[src/rtl/uart_tx_fifo.sv]
// uart_tx_fifo: byte FIFO feeding an asynchronous serial transmitter.
// Frame on uart_txd: start bit (0), PAYLOAD_BITS data bits LSB first,
// optional even parity bit, STOP_BITS stop bits (1). Line idles high.
// Build option: define UART_TX_PARITY_EN to insert the even parity bit
// between the last data bit and the first stop bit.
//
// Input handshake: a byte is accepted on any rising clk edge where
// tx_valid && tx_ready. tx_ready is simply !full and does not depend on
// tx_valid. A byte offered while full is not accepted and the FIFO is left
// untouched; the sender may keep tx_valid high until tx_ready returns.
module uart_tx_fifo #(
  parameter int BIT_RATE     = 9600,
  parameter int CLK_HZ       = 50_000_000,
  parameter int PAYLOAD_BITS = 8,
  parameter int STOP_BITS    = 1,
  parameter int FIFO_DEPTH   = 16
) (
  input  logic                          clk,
  input  logic                          resetn,
  input  logic [7:0]                    tx_data,
  input  logic                          tx_valid,
  output logic                          tx_ready,
  input  logic                          uart_tx_en,
  output logic                          uart_txd,
  output logic                          uart_tx_busy,
  output logic [$clog2(FIFO_DEPTH):0]   fifo_count
);

  localparam int CPB = CLK_HZ / BIT_RATE;
  localparam int CW  = (CPB > 1) ? $clog2(CPB) : 1;
  localparam int AW  = $clog2(FIFO_DEPTH);

  localparam logic [CW-1:0] CPB_LAST   = CW'(CPB - 1);
  localparam logic [2:0]    DATA_LAST  = 3'(PAYLOAD_BITS - 1);
  localparam logic [2:0]    STOP_LAST  = 3'(STOP_BITS - 1);
  localparam logic [AW:0]   FULL_COUNT = FIFO_DEPTH[AW:0];

  typedef enum logic [2:0] {
    S_IDLE   = 3'd0,
    S_START  = 3'd1,
    S_DATA   = 3'd2,
`ifdef UART_TX_PARITY_EN
    S_PARITY = 3'd3,
`endif
    S_STOP   = 3'd4
  } state_t;

  state_t        state, state_next;
  logic [7:0]    mem [FIFO_DEPTH];
  logic [AW-1:0] wr_ptr, rd_ptr;
  logic          full, push, pop;
  logic [CW-1:0] cyc_cnt;
  logic [2:0]    bit_idx;
  logic          bit_end, can_start;
  logic [7:0]    shift, shift_next;
  logic          txd_next;
`ifdef UART_TX_PARITY_EN
  logic          parity, parity_next;
`endif

  assign full         = (fifo_count == FULL_COUNT);
  assign tx_ready     = !full;
  assign push         = tx_valid && tx_ready;
  assign can_start    = uart_tx_en && (fifo_count != '0);
  assign bit_end      = (state != S_IDLE) && (cyc_cnt == CPB_LAST);
  assign uart_tx_busy = (state != S_IDLE);

  // FIFO storage: written on accepted pushes only, no reset needed.
  always_ff @(posedge clk) begin
    if (push) mem[wr_ptr] <= tx_data;
  end

  // FIFO pointers and occupancy; pointers wrap naturally (power-of-two depth).
  always_ff @(posedge clk or negedge resetn) begin
    if (!resetn) begin
      wr_ptr     <= '0;
      rd_ptr     <= '0;
      fifo_count <= '0;
    end else begin
      if (push) wr_ptr <= wr_ptr + 1'b1;
      if (pop)  rd_ptr <= rd_ptr + 1'b1;
      case ({push, pop})
        2'b10:   fifo_count <= fifo_count + 1'b1;
        2'b01:   fifo_count <= fifo_count - 1'b1;
        default: fifo_count <= fifo_count;
      endcase
    end
  end

  // FSM state register.
  always_ff @(posedge clk or negedge resetn) begin
    if (!resetn) state <= S_IDLE;
    else         state <= state_next;
  end

  // FSM next-state: advance on bit boundaries, chain frames from STOP.
  always_comb begin
    state_next = state;
    case (state)
      S_IDLE:   if (can_start) state_next = S_START;
      S_START:  if (bit_end) state_next = S_DATA;
      S_DATA:   if (bit_end && bit_idx == DATA_LAST)
`ifdef UART_TX_PARITY_EN
                  state_next = S_PARITY;
      S_PARITY: if (bit_end) state_next = S_STOP;
`else
                  state_next = S_STOP;
`endif
      S_STOP:   if (bit_end && bit_idx == STOP_LAST)
                  state_next = can_start ? S_START : S_IDLE;
      default:  state_next = S_IDLE;
    endcase
  end

  // FSM outputs: pop/load, next line level and shift register updates.
  always_comb begin
    pop        = 1'b0;
    txd_next   = uart_txd;
    shift_next = shift;
`ifdef UART_TX_PARITY_EN
    parity_next = parity;
`endif
    case (state)
      S_IDLE: begin
        if (can_start) begin
          pop        = 1'b1;
          txd_next   = 1'b0;
          shift_next = mem[rd_ptr];
`ifdef UART_TX_PARITY_EN
          parity_next = 1'b0;
`endif
        end
      end
      S_START, S_DATA: begin
        if (bit_end) begin
          if (state == S_DATA && bit_idx == DATA_LAST) begin
`ifdef UART_TX_PARITY_EN
            txd_next = parity;
`else
            txd_next = 1'b1;
`endif
          end else begin
            // Next data bit goes out; parity tracks only bits actually sent.
            txd_next   = shift[0];
            shift_next = {1'b0, shift[7:1]};
`ifdef UART_TX_PARITY_EN
            parity_next = parity ^ shift[0];
`endif
          end
        end
      end
`ifdef UART_TX_PARITY_EN
      S_PARITY: if (bit_end) txd_next = 1'b1;
`endif
      S_STOP: begin
        txd_next = 1'b1;
        if (bit_end && bit_idx == STOP_LAST && can_start) begin
          pop        = 1'b1;
          txd_next   = 1'b0;
          shift_next = mem[rd_ptr];
`ifdef UART_TX_PARITY_EN
          parity_next = 1'b0;
`endif
        end
      end
      default: txd_next = 1'b1;
    endcase
  end

  // Datapath registers: line, shifter, bit-period counter and bit index.
  always_ff @(posedge clk or negedge resetn) begin
    if (!resetn) begin
      uart_txd <= 1'b1;
      shift    <= '0;
      cyc_cnt  <= '0;
      bit_idx  <= '0;
`ifdef UART_TX_PARITY_EN
      parity   <= 1'b0;
`endif
    end else begin
      uart_txd <= txd_next;
      shift    <= shift_next;
`ifdef UART_TX_PARITY_EN
      parity   <= parity_next;
`endif
      if (state == S_IDLE || bit_end) cyc_cnt <= '0;
      else                            cyc_cnt <= cyc_cnt + 1'b1;
      // Index restarts on every state change so DATA and STOP share it.
      if (state_next != state) bit_idx <= '0;
      else if (bit_end)        bit_idx <= bit_idx + 1'b1;
    end
  end

endmodule

[config.mk]
export PLATFORM = sky130hd
export DESIGN_NAME = uart_tx_fifo
export DESIGN_NICKNAME = d
export VERILOG_FILES = /design/src/rtl/uart_tx_fifo.sv
export SDC_FILE = /design/constraint.sdc
export NUM_CORES = 1
export LEC_CHECK = 0
export ABC_AREA = 1
export CORE_MARGIN = 4
export CORE_UTILIZATION = 45
export CTS_CLUSTER_DIAMETER = 120
export DETAILED_ROUTE_END_ITERATION = 8
export SYNTH_ARGS = -nofsm -noshare
export SYNTH_HDL_FRONTEND = slang
export SYNTH_SLANG_ARGS = --single-unit
[constraint.sdc]
create_clock -name clk -period 2.4 [get_ports clk]
set_clock_uncertainty 0.15 [all_clocks]
set_input_delay 0.24 -clock clk [delete_from_list [all_inputs] [get_ports clk]]
set_output_delay 0.24 -clock clk [all_outputs]
set_load 0.005 [all_outputs]
==> results.toml <==
[sta]
maxSlewViolCount = 0
worst_pin_slew_ns = 0.721
finalSetupViolCount = 1
fin_ws_ns = -0.0382
hold_viol = 0
finalCritPeriodShare = 1.02
min_period_ns = 2.44
rsz0062_at_grt = "yes"
clock.fmax_ghz = 0.410
slew_headroom = 0.518

[worst_setup_path]
start_kind = "register"
cp_top_family = "adder cells"
crit_path_cell_trace = "ha_2 > nand2_2 > inv_2 > nand2_2 > nor2_4 > nand4_2 > nand2_1 > nand2_2 > clkinv_4 > ha_4 > fa_2 > nand3_1 > nand2_2 > a21oi_2 > o21ai_2 > xnor2_1"
critPathMaxStageDelay_ns = 0.40
crit_fanout = 5
cp_slowest_cell = "dfrtp_1"
path_common_cell = "nand2_2"
crit_buf_inv = 2
cp.arrival_ns = 2.59
end_kind = "register"
worstSetupPathType = "register to register"
worstPathRequired_ns = 2.55

[synth]
ys_warn_count = 0
ys_seq_area_frac = 0.649
ys_types = 40
yosys.area.top_type = "edfxtp_1"
syn_area_per_cell_um2 = 10.5
synth_ff_type = "edfxtp_1"
synthTopCellsByArea = "edfxtp_1 (51%), dfrtp_1 (13%), nor2_1 (7.5%)"
netlist_instances = 714
syn_area_mm2 = 0.00751
synth_top_cell_area_share = 0.512
synth-async-reset-ratio = 0.243
synth-edff-count = 128
synth_nets = 740
synth_seq_cells = 169

[cells_and_area]
final_core_util = 0.548
layout_common_cells = "nor2_1 (151), edfxtp_1 (128), nand2_1 (121)"
num-fill-cells = 1437
areaGrowthSynthToFinish_pct = 17.7
nets = 795
fin_area_mm2 = 0.00884
drive_gt1_frac = 0.151
antenna_cells = 0
layout_commonest_cell = "nor2_1"

[detailed_routing]
viasPerCell = 5.13
ant_nets = 0
vias = 5116
wl_per_cell_um = 16.5
drt-initial-drc-count = 368
dr.pass1.iters = 5
drcViolationCount = 0
totalWireLength_mm = 16.4

[global_routing]
grt_pass1_wl_mm = 26.5
grt_use_met3 = 0.0347
grt_use_met1 = 0.258
grtUsageMet2 = 0.299
grt_util_all_layers = 0.187
grt_max_degree = 44
gr-total-overflow = 0
grt_pass1_vias = 4977
antenna_found_initial = 0
grt.busiest_layer = "met2"

[clock_network]
cts_root_buf = "clkbuf_16"
cts.clk_slew.worst_paths_ns = 0.06
cts_buffer_depth = 2
cts_tree = "yes"
clock_sinks = 169
htree_levels = 4
cts_made_buffers = 17
insertion_delay_ns = 0.42

[power_and_ir_drop]
ir_drop_uv = 514
switching_share = 0.244
combPwrFrac = 0.120
power_frac_seq = 0.495
clkPwrFrac = 0.385
internal-power_mw = 5.44
switching_power_mw = 1.76
leakage_nw = 3.39
p_total_mw = 7.19
powerDensity_mw_per_mm2 = 814

[floorplan]
initial_core_util = 0.466
rows = 46
fp.dieH_um = 137
dieArea_mm2 = 0.0188
die_w_um = 137
ios = 20
core_mm2 = 0.0161

[run]
drv_cap = 0

[placement]
gp_congestion = 0.853
hpwlAfterDp_mm = 10.8
preCtsSetupSlack_ns = -0.0824
portBuffers = 19
place_area_mm2 = 0.00815

[hold_path]
min_path_type = "primary input to async pin"

[outcome]
status = "complete, but fails checks"
violations = "setup timing"
routing by layer:
metal,vias up,part of all wire,wire length (um)
met1,2478,0.46,7520
met3,20,0.038,624
met5,-,0,0
met2,93,0.49,8000
met4,0,0.017,282
li1,2525,-,-
power by group through the flow:
stage                     Clock (mW)  Combinational, mW  Sequential [mW]
after floorplan                    0              0.403             3.62
after global placement             0              0.816             3.60
after detailed placement           0              0.834             3.61
after CTS                       2.81              0.850             3.55
after global routing            2.96              0.964             3.58
final                           2.77              0.866             3.56
cells in the mapped netlist (2+ instances only):
cell	instances
clkinv_1	2
nand2_2	4
dfrtp_1	40
buf_2	11
nor2_1	151
inv_1	34
edfxtp_1	128
inv_2	9
a21oi_1	10
clkbuf_1	5
o21ai_0	56
buf_6	4
xnor2_1	2
nand3_1	36
xor2_1	8
nor3_1	9
nor3b_1	5
nor2_2	4
o21ai_1	20
nand2_1	124
ha_1	13
nand4_1	5
o211ai_1	8
nand3_2	4
buf_4	6
a21oi_2	2
metrics by stage:
stage	hold slack (ns)	std cells	TNS [ns]
final	0.210	997	-0.0382
after CTS	0.230	996	-0.111
after global placement	0.133	961	-0.0642
after global routing	0.253	997	-0.460
after detailed placement	0.132	961	-0.111
after floorplan	-0.206	714	0
layout make-up:
class | instances | area, um2 | share of cell area
clock buffer | 17 | 425 | 0.0481
tap | 216 | 270 | 0.0306
clock inverter | 14 | 174 | 0.0197
inverter | 47 | 186 | 0.0211
multi-input combinational | 472 | 2370 | 0.269
sequential | 169 | 4870 | 0.551
timing repair buffer | 62 | 536 | 0.0606
path summary, 6_finish.rpt:
check / start / cells past startpoint / slack, ns / to
worst max-delay path: cyc_cnt[0] / 16 / -0.04 / fifo_count[4]
worst min-delay path: resetn / 2 / 0.21 / cyc_cnt[9]
worst max register to register: cyc_cnt[0] / 16 / -0.04 / fifo_count[4]
worst min register to register: shift[1] / 2 / 0.33 / shift[1]
max in group asynchronous: resetn / 3 / 1.22 / fifo_count[0]
min in group clk: shift[1] / 2 / 0.33 / shift[1]
flip-flops by register name, indices dropped and copies added (netlist names):
signal,flops
shift,8
state,3
bit_idx,3
wr_ptr,4
fifo_count,5
rd_ptr,4
uart_txd,1
mem,128
cyc_cnt,13
logic make-up after synthesis:
group	after synthesis	synth area share
AOI/OAI and AO/OA	100	0.0720
xor gates and xnor gates	10	0.0117
adders and majority gates	14	0.0243
buffers and inverters	73	0.0461
DFF	169	0.649
and+or+nand+nor	348	0.197
what timing repair did:
item,4_1_cts,5_1_grt
gates resized for setup,6,7
buffers inserted,3,1
pin swaps,13,11
setup endpoints to repair,2,4
hold buffers,1,0
hold endpoints to repair,23,0
No activity file was read; power rests on OpenSTA's default activity.
